File: config.mk
export PLATFORM = sky130hd
export DESIGN_NAME = multicycle_main_ctrl_flat
export DESIGN_NICKNAME = d
export VERILOG_FILES = /design/src/rtl/rv_ctrl_pkg.sv /design/src/rtl/multicycle_main_ctrl_if.sv /design/src/rtl/multicycle_main_ctrl_out_decode.sv /design/src/rtl/multicycle_main_ctrl.sv /design/src/flat_wrapper.sv
export SDC_FILE = /design/constraint.sdc
export NUM_CORES = 1
export LEC_CHECK = 0
export ABC_CLOCK_PERIOD_IN_PS = 4800
export CAP_MARGIN = 20
export CELL_PAD_IN_SITES_DETAIL_PLACEMENT = 1
export CELL_PAD_IN_SITES_GLOBAL_PLACEMENT = 2
export CORE_MARGIN = 4
export CORE_UTILIZATION = 23
export CTS_CLUSTER_SIZE = 28
export DETAILED_ROUTE_END_ITERATION = 6
export PLACE_DENSITY = 0.85
export REMOVE_ABC_BUFFERS = 1
export SLEW_MARGIN = 15
export SYNTH_ARGS = -nofsm -noshare
export SYNTH_HDL_FRONTEND = slang
export SYNTH_SLANG_ARGS = --single-unit
export TNS_END_PERCENT = 5
File: constraint.sdc
create_clock -name clk -period 4.8 [get_ports clk]
set_input_delay 1.44 -clock clk [delete_from_list [all_inputs] [get_ports clk]]
set_output_delay 1.44 -clock clk [all_outputs]
set_load 0.005 [all_outputs]
File: src/rtl/rv_ctrl_pkg.sv
// Shared control-path definitions for the multi-cycle RV32I core.
// Holds the opcode constants, the ALUOp class codes (also used by the ALU
// decoder), the datapath mux encodings, the main FSM state codes and the
// bundle of control outputs produced by the state decoder.
// Optional feature macro: ILLEGAL_TRAP_EN (adds the illegal flag to ctrl_t).
package rv_ctrl_pkg;

    localparam int CTRL_ST_W = 4;

    // Opcodes (instr[6:0])
    localparam logic [6:0] OP_LW  = 7'b0000011;
    localparam logic [6:0] OP_SW  = 7'b0100011;
    localparam logic [6:0] OP_R   = 7'b0110011;
    localparam logic [6:0] OP_I   = 7'b0010011;
    localparam logic [6:0] OP_JAL = 7'b1101111;
    localparam logic [6:0] OP_BEQ = 7'b1100011;

    // ALUOp classes consumed by the ALU decoder
    localparam logic [1:0] ALUOP_ADD   = 2'b00;
    localparam logic [1:0] ALUOP_ITYPE = 2'b01;
    localparam logic [1:0] ALUOP_RTYPE = 2'b10;
    localparam logic [1:0] ALUOP_SUB   = 2'b11;

    // ResultSrc encodings
    localparam logic [1:0] RES_ALUOUT    = 2'b00;
    localparam logic [1:0] RES_READDATA  = 2'b01;
    localparam logic [1:0] RES_ALURESULT = 2'b10;

    // ALUSrcA encodings
    localparam logic [1:0] SRCA_PC    = 2'b00;
    localparam logic [1:0] SRCA_OLDPC = 2'b01;
    localparam logic [1:0] SRCA_RS1   = 2'b10;

    // ALUSrcB encodings
    localparam logic [1:0] SRCB_RS2  = 2'b00;
    localparam logic [1:0] SRCB_IMM  = 2'b01;
    localparam logic [1:0] SRCB_FOUR = 2'b10;

    typedef enum logic [CTRL_ST_W-1:0] {
        S_FETCH    = 4'd0,
        S_DECODE   = 4'd1,
        S_MEMADR   = 4'd2,
        S_MEMREAD  = 4'd3,
        S_MEMWB    = 4'd4,
        S_MEMWRITE = 4'd5,
        S_EXECR    = 4'd6,
        S_ALUWB    = 4'd7,
        S_EXECI    = 4'd8,
        S_JAL      = 4'd9,
        S_BEQ      = 4'd10,
        S_TRAP     = 4'd11
    } state_t;

    typedef struct packed {
        logic       pc_write;
        logic       adr_src;
        logic       mem_write;
        logic       ir_write;
        logic       reg_write;
        logic [1:0] result_src;
        logic [1:0] alu_src_a;
        logic [1:0] alu_src_b;
        logic [1:0] alu_op;
        logic       retire;
`ifdef ILLEGAL_TRAP_EN
        logic       illegal;
`endif
    } ctrl_t;

endpackage

File: src/rtl/multicycle_main_ctrl_if.sv
// Control bundle between the main FSM and the datapath.
// master: the controller (takes op/zero, drives every control line).
// slave : the datapath side (drives op/zero, receives the control lines).
// Optional feature macro: ILLEGAL_TRAP_EN (adds illegal_op).
interface multicycle_main_ctrl_if;
    logic [6:0] op;
    logic       zero;
    logic       PCWrite;
    logic       AdrSrc;
    logic       MemWrite;
    logic       IRWrite;
    logic       RegWrite;
    logic [1:0] ResultSrc;
    logic [1:0] ALUSrcA;
    logic [1:0] ALUSrcB;
    logic [1:0] ALUOp;
    logic       retire;
`ifdef ILLEGAL_TRAP_EN
    logic       illegal_op;
`endif

    modport master (
        input  op, zero,
        output PCWrite, AdrSrc, MemWrite, IRWrite, RegWrite,
        output ResultSrc, ALUSrcA, ALUSrcB, ALUOp, retire
`ifdef ILLEGAL_TRAP_EN
        , output illegal_op
`endif
    );

    modport slave (
        output op, zero,
        input  PCWrite, AdrSrc, MemWrite, IRWrite, RegWrite,
        input  ResultSrc, ALUSrcA, ALUSrcB, ALUOp, retire
`ifdef ILLEGAL_TRAP_EN
        , input illegal_op
`endif
    );
endinterface

File: src/rtl/multicycle_main_ctrl_out_decode.sv
// ctrl_out_decode: combinational Moore table from FSM state to control lines.
// Ports: state (current FSM state), zero (ALU zero flag, only used for the
// beq PCWrite term), ctrl (decoded control bundle).
// Unused state codes (and TRAP) decode to all zeros.
// Optional feature macro: ILLEGAL_TRAP_EN (TRAP raises ctrl.illegal).
module ctrl_out_decode
    import rv_ctrl_pkg::*;
(
    input  state_t state,
    input  logic   zero,
    output ctrl_t  ctrl
);
    logic pc_update;
    logic branch;

    always_comb begin
        ctrl      = '0;
        pc_update = 1'b0;
        branch    = 1'b0;
        case (state)
            S_FETCH: begin
                ctrl.ir_write   = 1'b1;
                ctrl.alu_src_a  = SRCA_PC;
                ctrl.alu_src_b  = SRCB_FOUR;
                ctrl.alu_op     = ALUOP_ADD;
                ctrl.result_src = RES_ALURESULT;
                pc_update       = 1'b1;
            end
            S_DECODE: begin
                // Branch target is precomputed here into ALUOut
                ctrl.alu_src_a = SRCA_OLDPC;
                ctrl.alu_src_b = SRCB_IMM;
                ctrl.alu_op    = ALUOP_ADD;
            end
            S_MEMADR: begin
                ctrl.alu_src_a = SRCA_RS1;
                ctrl.alu_src_b = SRCB_IMM;
                ctrl.alu_op    = ALUOP_ADD;
            end
            S_MEMREAD: begin
                ctrl.adr_src    = 1'b1;
                ctrl.result_src = RES_ALUOUT;
            end
            S_MEMWB: begin
                ctrl.result_src = RES_READDATA;
                ctrl.reg_write  = 1'b1;
                ctrl.retire     = 1'b1;
            end
            S_MEMWRITE: begin
                ctrl.adr_src   = 1'b1;
                ctrl.mem_write = 1'b1;
                ctrl.retire    = 1'b1;
            end
            S_EXECR: begin
                ctrl.alu_src_a = SRCA_RS1;
                ctrl.alu_src_b = SRCB_RS2;
                ctrl.alu_op    = ALUOP_RTYPE;
            end
            S_EXECI: begin
                ctrl.alu_src_a = SRCA_RS1;
                ctrl.alu_src_b = SRCB_IMM;
                ctrl.alu_op    = ALUOP_ITYPE;
            end
            S_ALUWB: begin
                ctrl.result_src = RES_ALUOUT;
                ctrl.reg_write  = 1'b1;
                ctrl.retire     = 1'b1;
            end
            S_JAL: begin
                // PC+4 goes to ALUOut for the link; PC loads the target from ALUOut
                ctrl.alu_src_a  = SRCA_OLDPC;
                ctrl.alu_src_b  = SRCB_FOUR;
                ctrl.alu_op     = ALUOP_ADD;
                ctrl.result_src = RES_ALUOUT;
                pc_update       = 1'b1;
            end
            S_BEQ: begin
                ctrl.alu_src_a  = SRCA_RS1;
                ctrl.alu_src_b  = SRCB_RS2;
                ctrl.alu_op     = ALUOP_SUB;
                ctrl.result_src = RES_ALUOUT;
                branch          = 1'b1;
                ctrl.retire     = 1'b1;
            end
`ifdef ILLEGAL_TRAP_EN
            S_TRAP: begin
                ctrl.illegal = 1'b1;
            end
`endif
            default: begin
            end
        endcase
        ctrl.pc_write = pc_update | (branch & zero);
    end
endmodule

File: src/rtl/multicycle_main_ctrl.sv
// multicycle_main_ctrl: main control FSM of the multi-cycle RV32I core.
// Ports: clk (rising edge), rst (async, active high), bus (master modport of
// multicycle_main_ctrl_if: op/zero in, datapath controls and retire out).
// Parameter ST_W: state register width.
// While rst is high the state is FETCH and every output is forced low.
// Optional feature macro: ILLEGAL_TRAP_EN (unknown opcode -> sticky TRAP
// with illegal_op=1; otherwise an unknown opcode is a silent 2-cycle NOP).
module multicycle_main_ctrl
    import rv_ctrl_pkg::*;
#(
    parameter int ST_W = 4
)(
    input  logic                  clk,
    input  logic                  rst,
    multicycle_main_ctrl_if.master bus
);
    logic [ST_W-1:0] state_reg;
    state_t          cur_state;
    state_t          next_state;
    ctrl_t           ctrl_raw;
    ctrl_t           ctrl_out;

    assign cur_state = state_t'(state_reg);

    always_ff @(posedge clk or posedge rst) begin
        if (rst) begin
            state_reg <= ST_W'(S_FETCH);
        end else begin
            state_reg <= ST_W'(next_state);
        end
    end

    always_comb begin
        next_state = S_FETCH;
        case (cur_state)
            S_FETCH: next_state = S_DECODE;
            S_DECODE: begin
                case (bus.op)
                    OP_LW, OP_SW: next_state = S_MEMADR;
                    OP_R:         next_state = S_EXECR;
                    OP_I:         next_state = S_EXECI;
                    OP_JAL:       next_state = S_JAL;
                    OP_BEQ:       next_state = S_BEQ;
`ifdef ILLEGAL_TRAP_EN
                    default:      next_state = S_TRAP;
`else
                    default:      next_state = S_FETCH;
`endif
                endcase
            end
            S_MEMADR:  next_state = (bus.op == OP_LW) ? S_MEMREAD : S_MEMWRITE;
            S_MEMREAD: next_state = S_MEMWB;
            S_EXECR, S_EXECI, S_JAL: next_state = S_ALUWB;
`ifdef ILLEGAL_TRAP_EN
            S_TRAP:    next_state = S_TRAP;
`endif
            default:   next_state = S_FETCH;
        endcase
    end

    ctrl_out_decode u_out_decode (
        .state (cur_state),
        .zero  (bus.zero),
        .ctrl  (ctrl_raw)
    );

    // Combinational gate so outputs drop the instant rst rises, even
    // before the state register has been cleared.
    assign ctrl_out = rst ? '0 : ctrl_raw;

    assign bus.PCWrite   = ctrl_out.pc_write;
    assign bus.AdrSrc    = ctrl_out.adr_src;
    assign bus.MemWrite  = ctrl_out.mem_write;
    assign bus.IRWrite   = ctrl_out.ir_write;
    assign bus.RegWrite  = ctrl_out.reg_write;
    assign bus.ResultSrc = ctrl_out.result_src;
    assign bus.ALUSrcA   = ctrl_out.alu_src_a;
    assign bus.ALUSrcB   = ctrl_out.alu_src_b;
    assign bus.ALUOp     = ctrl_out.alu_op;
    assign bus.retire    = ctrl_out.retire;
`ifdef ILLEGAL_TRAP_EN
    assign bus.illegal_op = ctrl_out.illegal;
`endif
endmodule

File: src/flat_wrapper.sv
// flat-port wrapper written by rule: the top's interface ports become plain ports
module multicycle_main_ctrl_flat import rv_ctrl_pkg::*;
#(
    parameter int ST_W = 4
)
  (clk, rst, bus_op, bus_zero, bus_PCWrite, bus_AdrSrc, bus_MemWrite, bus_IRWrite, bus_RegWrite, bus_ResultSrc, bus_ALUSrcA, bus_ALUSrcB, bus_ALUOp, bus_retire);
  multicycle_main_ctrl_if bus_i ();
  input  logic clk;
  input  logic rst;
  input wire logic [$bits(bus_i.op)-1:0] bus_op;
  input wire logic [$bits(bus_i.zero)-1:0] bus_zero;
  output wire logic [$bits(bus_i.PCWrite)-1:0] bus_PCWrite;
  output wire logic [$bits(bus_i.AdrSrc)-1:0] bus_AdrSrc;
  output wire logic [$bits(bus_i.MemWrite)-1:0] bus_MemWrite;
  output wire logic [$bits(bus_i.IRWrite)-1:0] bus_IRWrite;
  output wire logic [$bits(bus_i.RegWrite)-1:0] bus_RegWrite;
  output wire logic [$bits(bus_i.ResultSrc)-1:0] bus_ResultSrc;
  output wire logic [$bits(bus_i.ALUSrcA)-1:0] bus_ALUSrcA;
  output wire logic [$bits(bus_i.ALUSrcB)-1:0] bus_ALUSrcB;
  output wire logic [$bits(bus_i.ALUOp)-1:0] bus_ALUOp;
  output wire logic [$bits(bus_i.retire)-1:0] bus_retire;
  assign bus_i.op = bus_op;
  assign bus_i.zero = bus_zero;
  assign bus_PCWrite = bus_i.PCWrite;
  assign bus_AdrSrc = bus_i.AdrSrc;
  assign bus_MemWrite = bus_i.MemWrite;
  assign bus_IRWrite = bus_i.IRWrite;
  assign bus_RegWrite = bus_i.RegWrite;
  assign bus_ResultSrc = bus_i.ResultSrc;
  assign bus_ALUSrcA = bus_i.ALUSrcA;
  assign bus_ALUSrcB = bus_i.ALUSrcB;
  assign bus_ALUOp = bus_i.ALUOp;
  assign bus_retire = bus_i.retire;
  multicycle_main_ctrl #(.ST_W(ST_W)) u_core (.clk(clk), .rst(rst), .bus(bus_i));
endmodule
==> results.py <==
metrics = {
    "global_routing": {
        "first_global_vias": 580,
        "grt_overflow": 0,
        "grt_usage_pct": 9.96,
        "grt_antenna_before_repair": 0,
        "grt_max_degree": 19,
        "grt_pass1_wl_um": 2600,
    },
    "timing": {
        "setup_slack_ns": 0.306,
        "fin_tns_setup_ns": 0,
        "finalHoldWorstSlack_ns": 0.807,
        "rsz0062_at_grt": "false",
        "worst_pin_slew_ns": 0.568,
        "relSlewSlack_pct": 62.1,
        "period_minus_slack_ns": 4.49,
        "finalHoldViolCount": 0,
        "slew_violations": 0,
        "period_share_pct": 93.6,
        "timing.fmax_ghz": 0.223,
        "setup_viol_count_final": 0,
        "finClkSkew_ns": 0.00480,
    },
    "cells_and_area": {
        "syn_to_final_growth_pct": 42.3,
        "final_area_um2": 791,
        "insertedDiodeCount": 0,
        "nets": 101,
        "drive_gt1_share_pct": 11.2,
        "fillers": 306,
        "largest_reg_flops": 4,
        "final_cells": 117,
    },
    "yosys": {
        "synth_largest_area_cell": "dfrtp_1",
        "synth_edf_count": 0,
        "synthCells": 71,
        "synthArstFlopShare_pct": 100,
        "synthTopCellsByArea": "dfrtp_1, buf_4, nor2_1",
        "synth_xor_area_share_pct": 4.73,
        "synth_area_um2": 556,
        "synth_top_flop_cell": "dfrtp_1",
        "synth_top_area_share_pct": 18.0,
        "synth_adder_area_share_pct": 0,
        "ys_seq_elements": 4,
        "synth_top_family_by_area": "simple AND/OR/NAND/NOR gates",
        "synth-simple-area-share_pct": 45.9,
        "synth_common_cells": "nor2_1, buf_4",
        "seq_area_frac_synth_pct": 18.0,
        "yosysMostFrequentCell": "nor2_1",
        "avgSynthCellArea_um2": 7.82,
        "ys_types": 33,
        "synthMuxAreaShare_pct": 2.03,
        "synth_compound_area_share_pct": 18.0,
        "yosysWarnings": 0,
    },
    "routing": {
        "num_vias": 575,
        "firstDrtPassIters": 4,
        "route.detailed.drc": 0,
        "vias_per_cell": 4.91,
        "wl_per_cell_um": 12.2,
        "ant_nets": 0,
        "drt-initial-drc-count": 3,
        "drt-total-wl_um": 1430,
    },
    "placement": {
        "pre_cts_slack_ns": 0.206,
        "place_inst": 114,
        "finalWeightedCongestion": 0.701,
        "port_buffers": 23,
        "hpwl_um": 1130,
        "dpl_cell_area_um2": 762,
    },
    "clock_tree": {
        "cts_buffers": 3,
        "cts_tree": "built",
        "cts.sinks": 4,
        "hold_buffers": 0,
        "clkLatencyLatePin_ns": 0.23,
        "clockRootBuffer": "clkbuf_4",
        "cts_max_level": 1,
        "cts_setup_buffers": 0,
        "clk_pin_slew_ns": 0.04,
        "post_cts_resized": 0,
        "cts_buffer_depth": 2,
    },
    "worst_setup_path": {
        "path_cells": "clkdlybuf4s50_1 > or2_1 > nor3b_1 > clkdlybuf4s50_1",
        "arrival_ns": 3.05,
        "crit_required_ns": 3.36,
        "worstSetupStartpointType": "input port",
        "path_class": "in2out",
        "endpoint_kind": "primary output",
        "path_max_fanout": 6,
        "cp_slowest_cell": "clkdlybuf4s50_1",
        "cp_common_cell": "clkdlybuf4s50_1",
        "slowest_delay_ns": 0.53,
    },
    "floorplanning": {
        "pin_count": 24,
        "dieHeight_um": 57.1,
        "die_w_um": 57.1,
        "initial_core_util_pct": 24.6,
        "dieArea_um2": 3270,
        "core_area_um2": 2250,
        "std_cell_rows": 17,
    },
    "status": {
        "status": "finished clean",
    },
    "min_path": {
        "hp-class": "reg2reg",
    },
    "pwr": {
        "ir_worst_vdd_uv": 131,
        "p_per_area_nw_per_um2": 257,
        "leakage_uw": 0.000294,
    },
    "job": {
        "maxCapViolCount": 0,
    },
}
report_power, final:
part / leakage, uW / switching [uW] / total [uW] / internal [uW]
clock: 0.0000138 / 12.4 / 40.2 / 27.9
sequential: 0.0000539 / 26.8 / 65.8 / 39.0
combinational: 0.000226 / 35.7 / 97.5 / 61.8
total: 0.000294 / 74.8 / 203 / 129
per-layer routing:
layer	part of all wire, %	GRT usage, %	wire, um
met1	44	11.9	628
met2	52	16.8	742
met3	4.3	1.36	62
met4	0	5.96	0
met5	0	0	0
critical path, delay by kind of cell:
kind                   cells  cell delay, ns
buffers and inverters      2            1.03
and+or+nand+nor            2            0.58
layout make-up:
cell class	instances	area, um^2	share of cell area, %
multi-input cells	58	399	50.5
well taps	28	35.0	4.43
flip-flops and latches	4	100	12.7
inverters	1	3.75	0.475
clock buffers	3	22.5	2.85
repair buffers	23	230	29.1
worst paths after layout:
check	endpoint	slack [ns]	start	cells past startpoint
min	u_core.cur_state[3]	0.81	u_core.cur_state[2]	1
max in group asynchronous	u_core.cur_state[0]	3.11	rst	2
min in group asynchronous	u_core.cur_state[1]	1.54	rst	2
min reg2reg	u_core.cur_state[3]	0.81	u_core.cur_state[2]	1
max	bus_ALUOp[0]	0.31	rst	4
max reg2reg	u_core.cur_state[1]	3.39	u_core.cur_state[1]	4
placed cells by master (no fill, tap or decap):
| cell | n |
|---|---|
| nand4bb_4 | 1 |
| nand2b_1 | 3 |
| a32oi_1 | 1 |
| dfrtp_1 | 4 |
| nor4_2 | 1 |
| nor3b_1 | 2 |
| nand3b_1 | 1 |
| a221oi_2 | 1 |
| xor2_1 | 2 |
| and2b_1 | 2 |
| o211ai_1 | 1 |
| nand4_1 | 2 |
| a21oi_2 | 1 |
| clkdlybuf4s50_1 | 23 |
| nor2_1 | 9 |
| nor3_1 | 3 |
| a2111oi_0 | 1 |
| nand2_1 | 4 |
| inv_1 | 1 |
| clkbuf_4 | 3 |
| o21ai_0 | 3 |
| a21oi_1 | 4 |
| and4bb_1 | 1 |
| mux2_2 | 1 |
| nor2b_1 | 2 |
| xnor2_1 | 1 |
| o21bai_1 | 1 |
| nor2_2 | 1 |
| and3_1 | 3 |
| or2_1 | 1 |
| nor4_1 | 3 |
| o31a_1 | 1 |
| nand2b_4 | 1 |
cell families after synthesis:
kind of cell	Yosys count
buffers and inverters	9
AO/OA/AOI/OAI	14
XOR/XNOR	3
multiplexers	1
AND/OR/NAND/NOR	40
flip-flops	4
per-stage QoR:
stage / util, % / total power, uW
floorplan: - / 106
global route: 35.1 / 227
global placement: 33.8 / 164
CTS: 34.8 / 207
finish: 35.1 / 203
detailed placement: 33.8 / 164
Power figures use the tool's default switching activity.
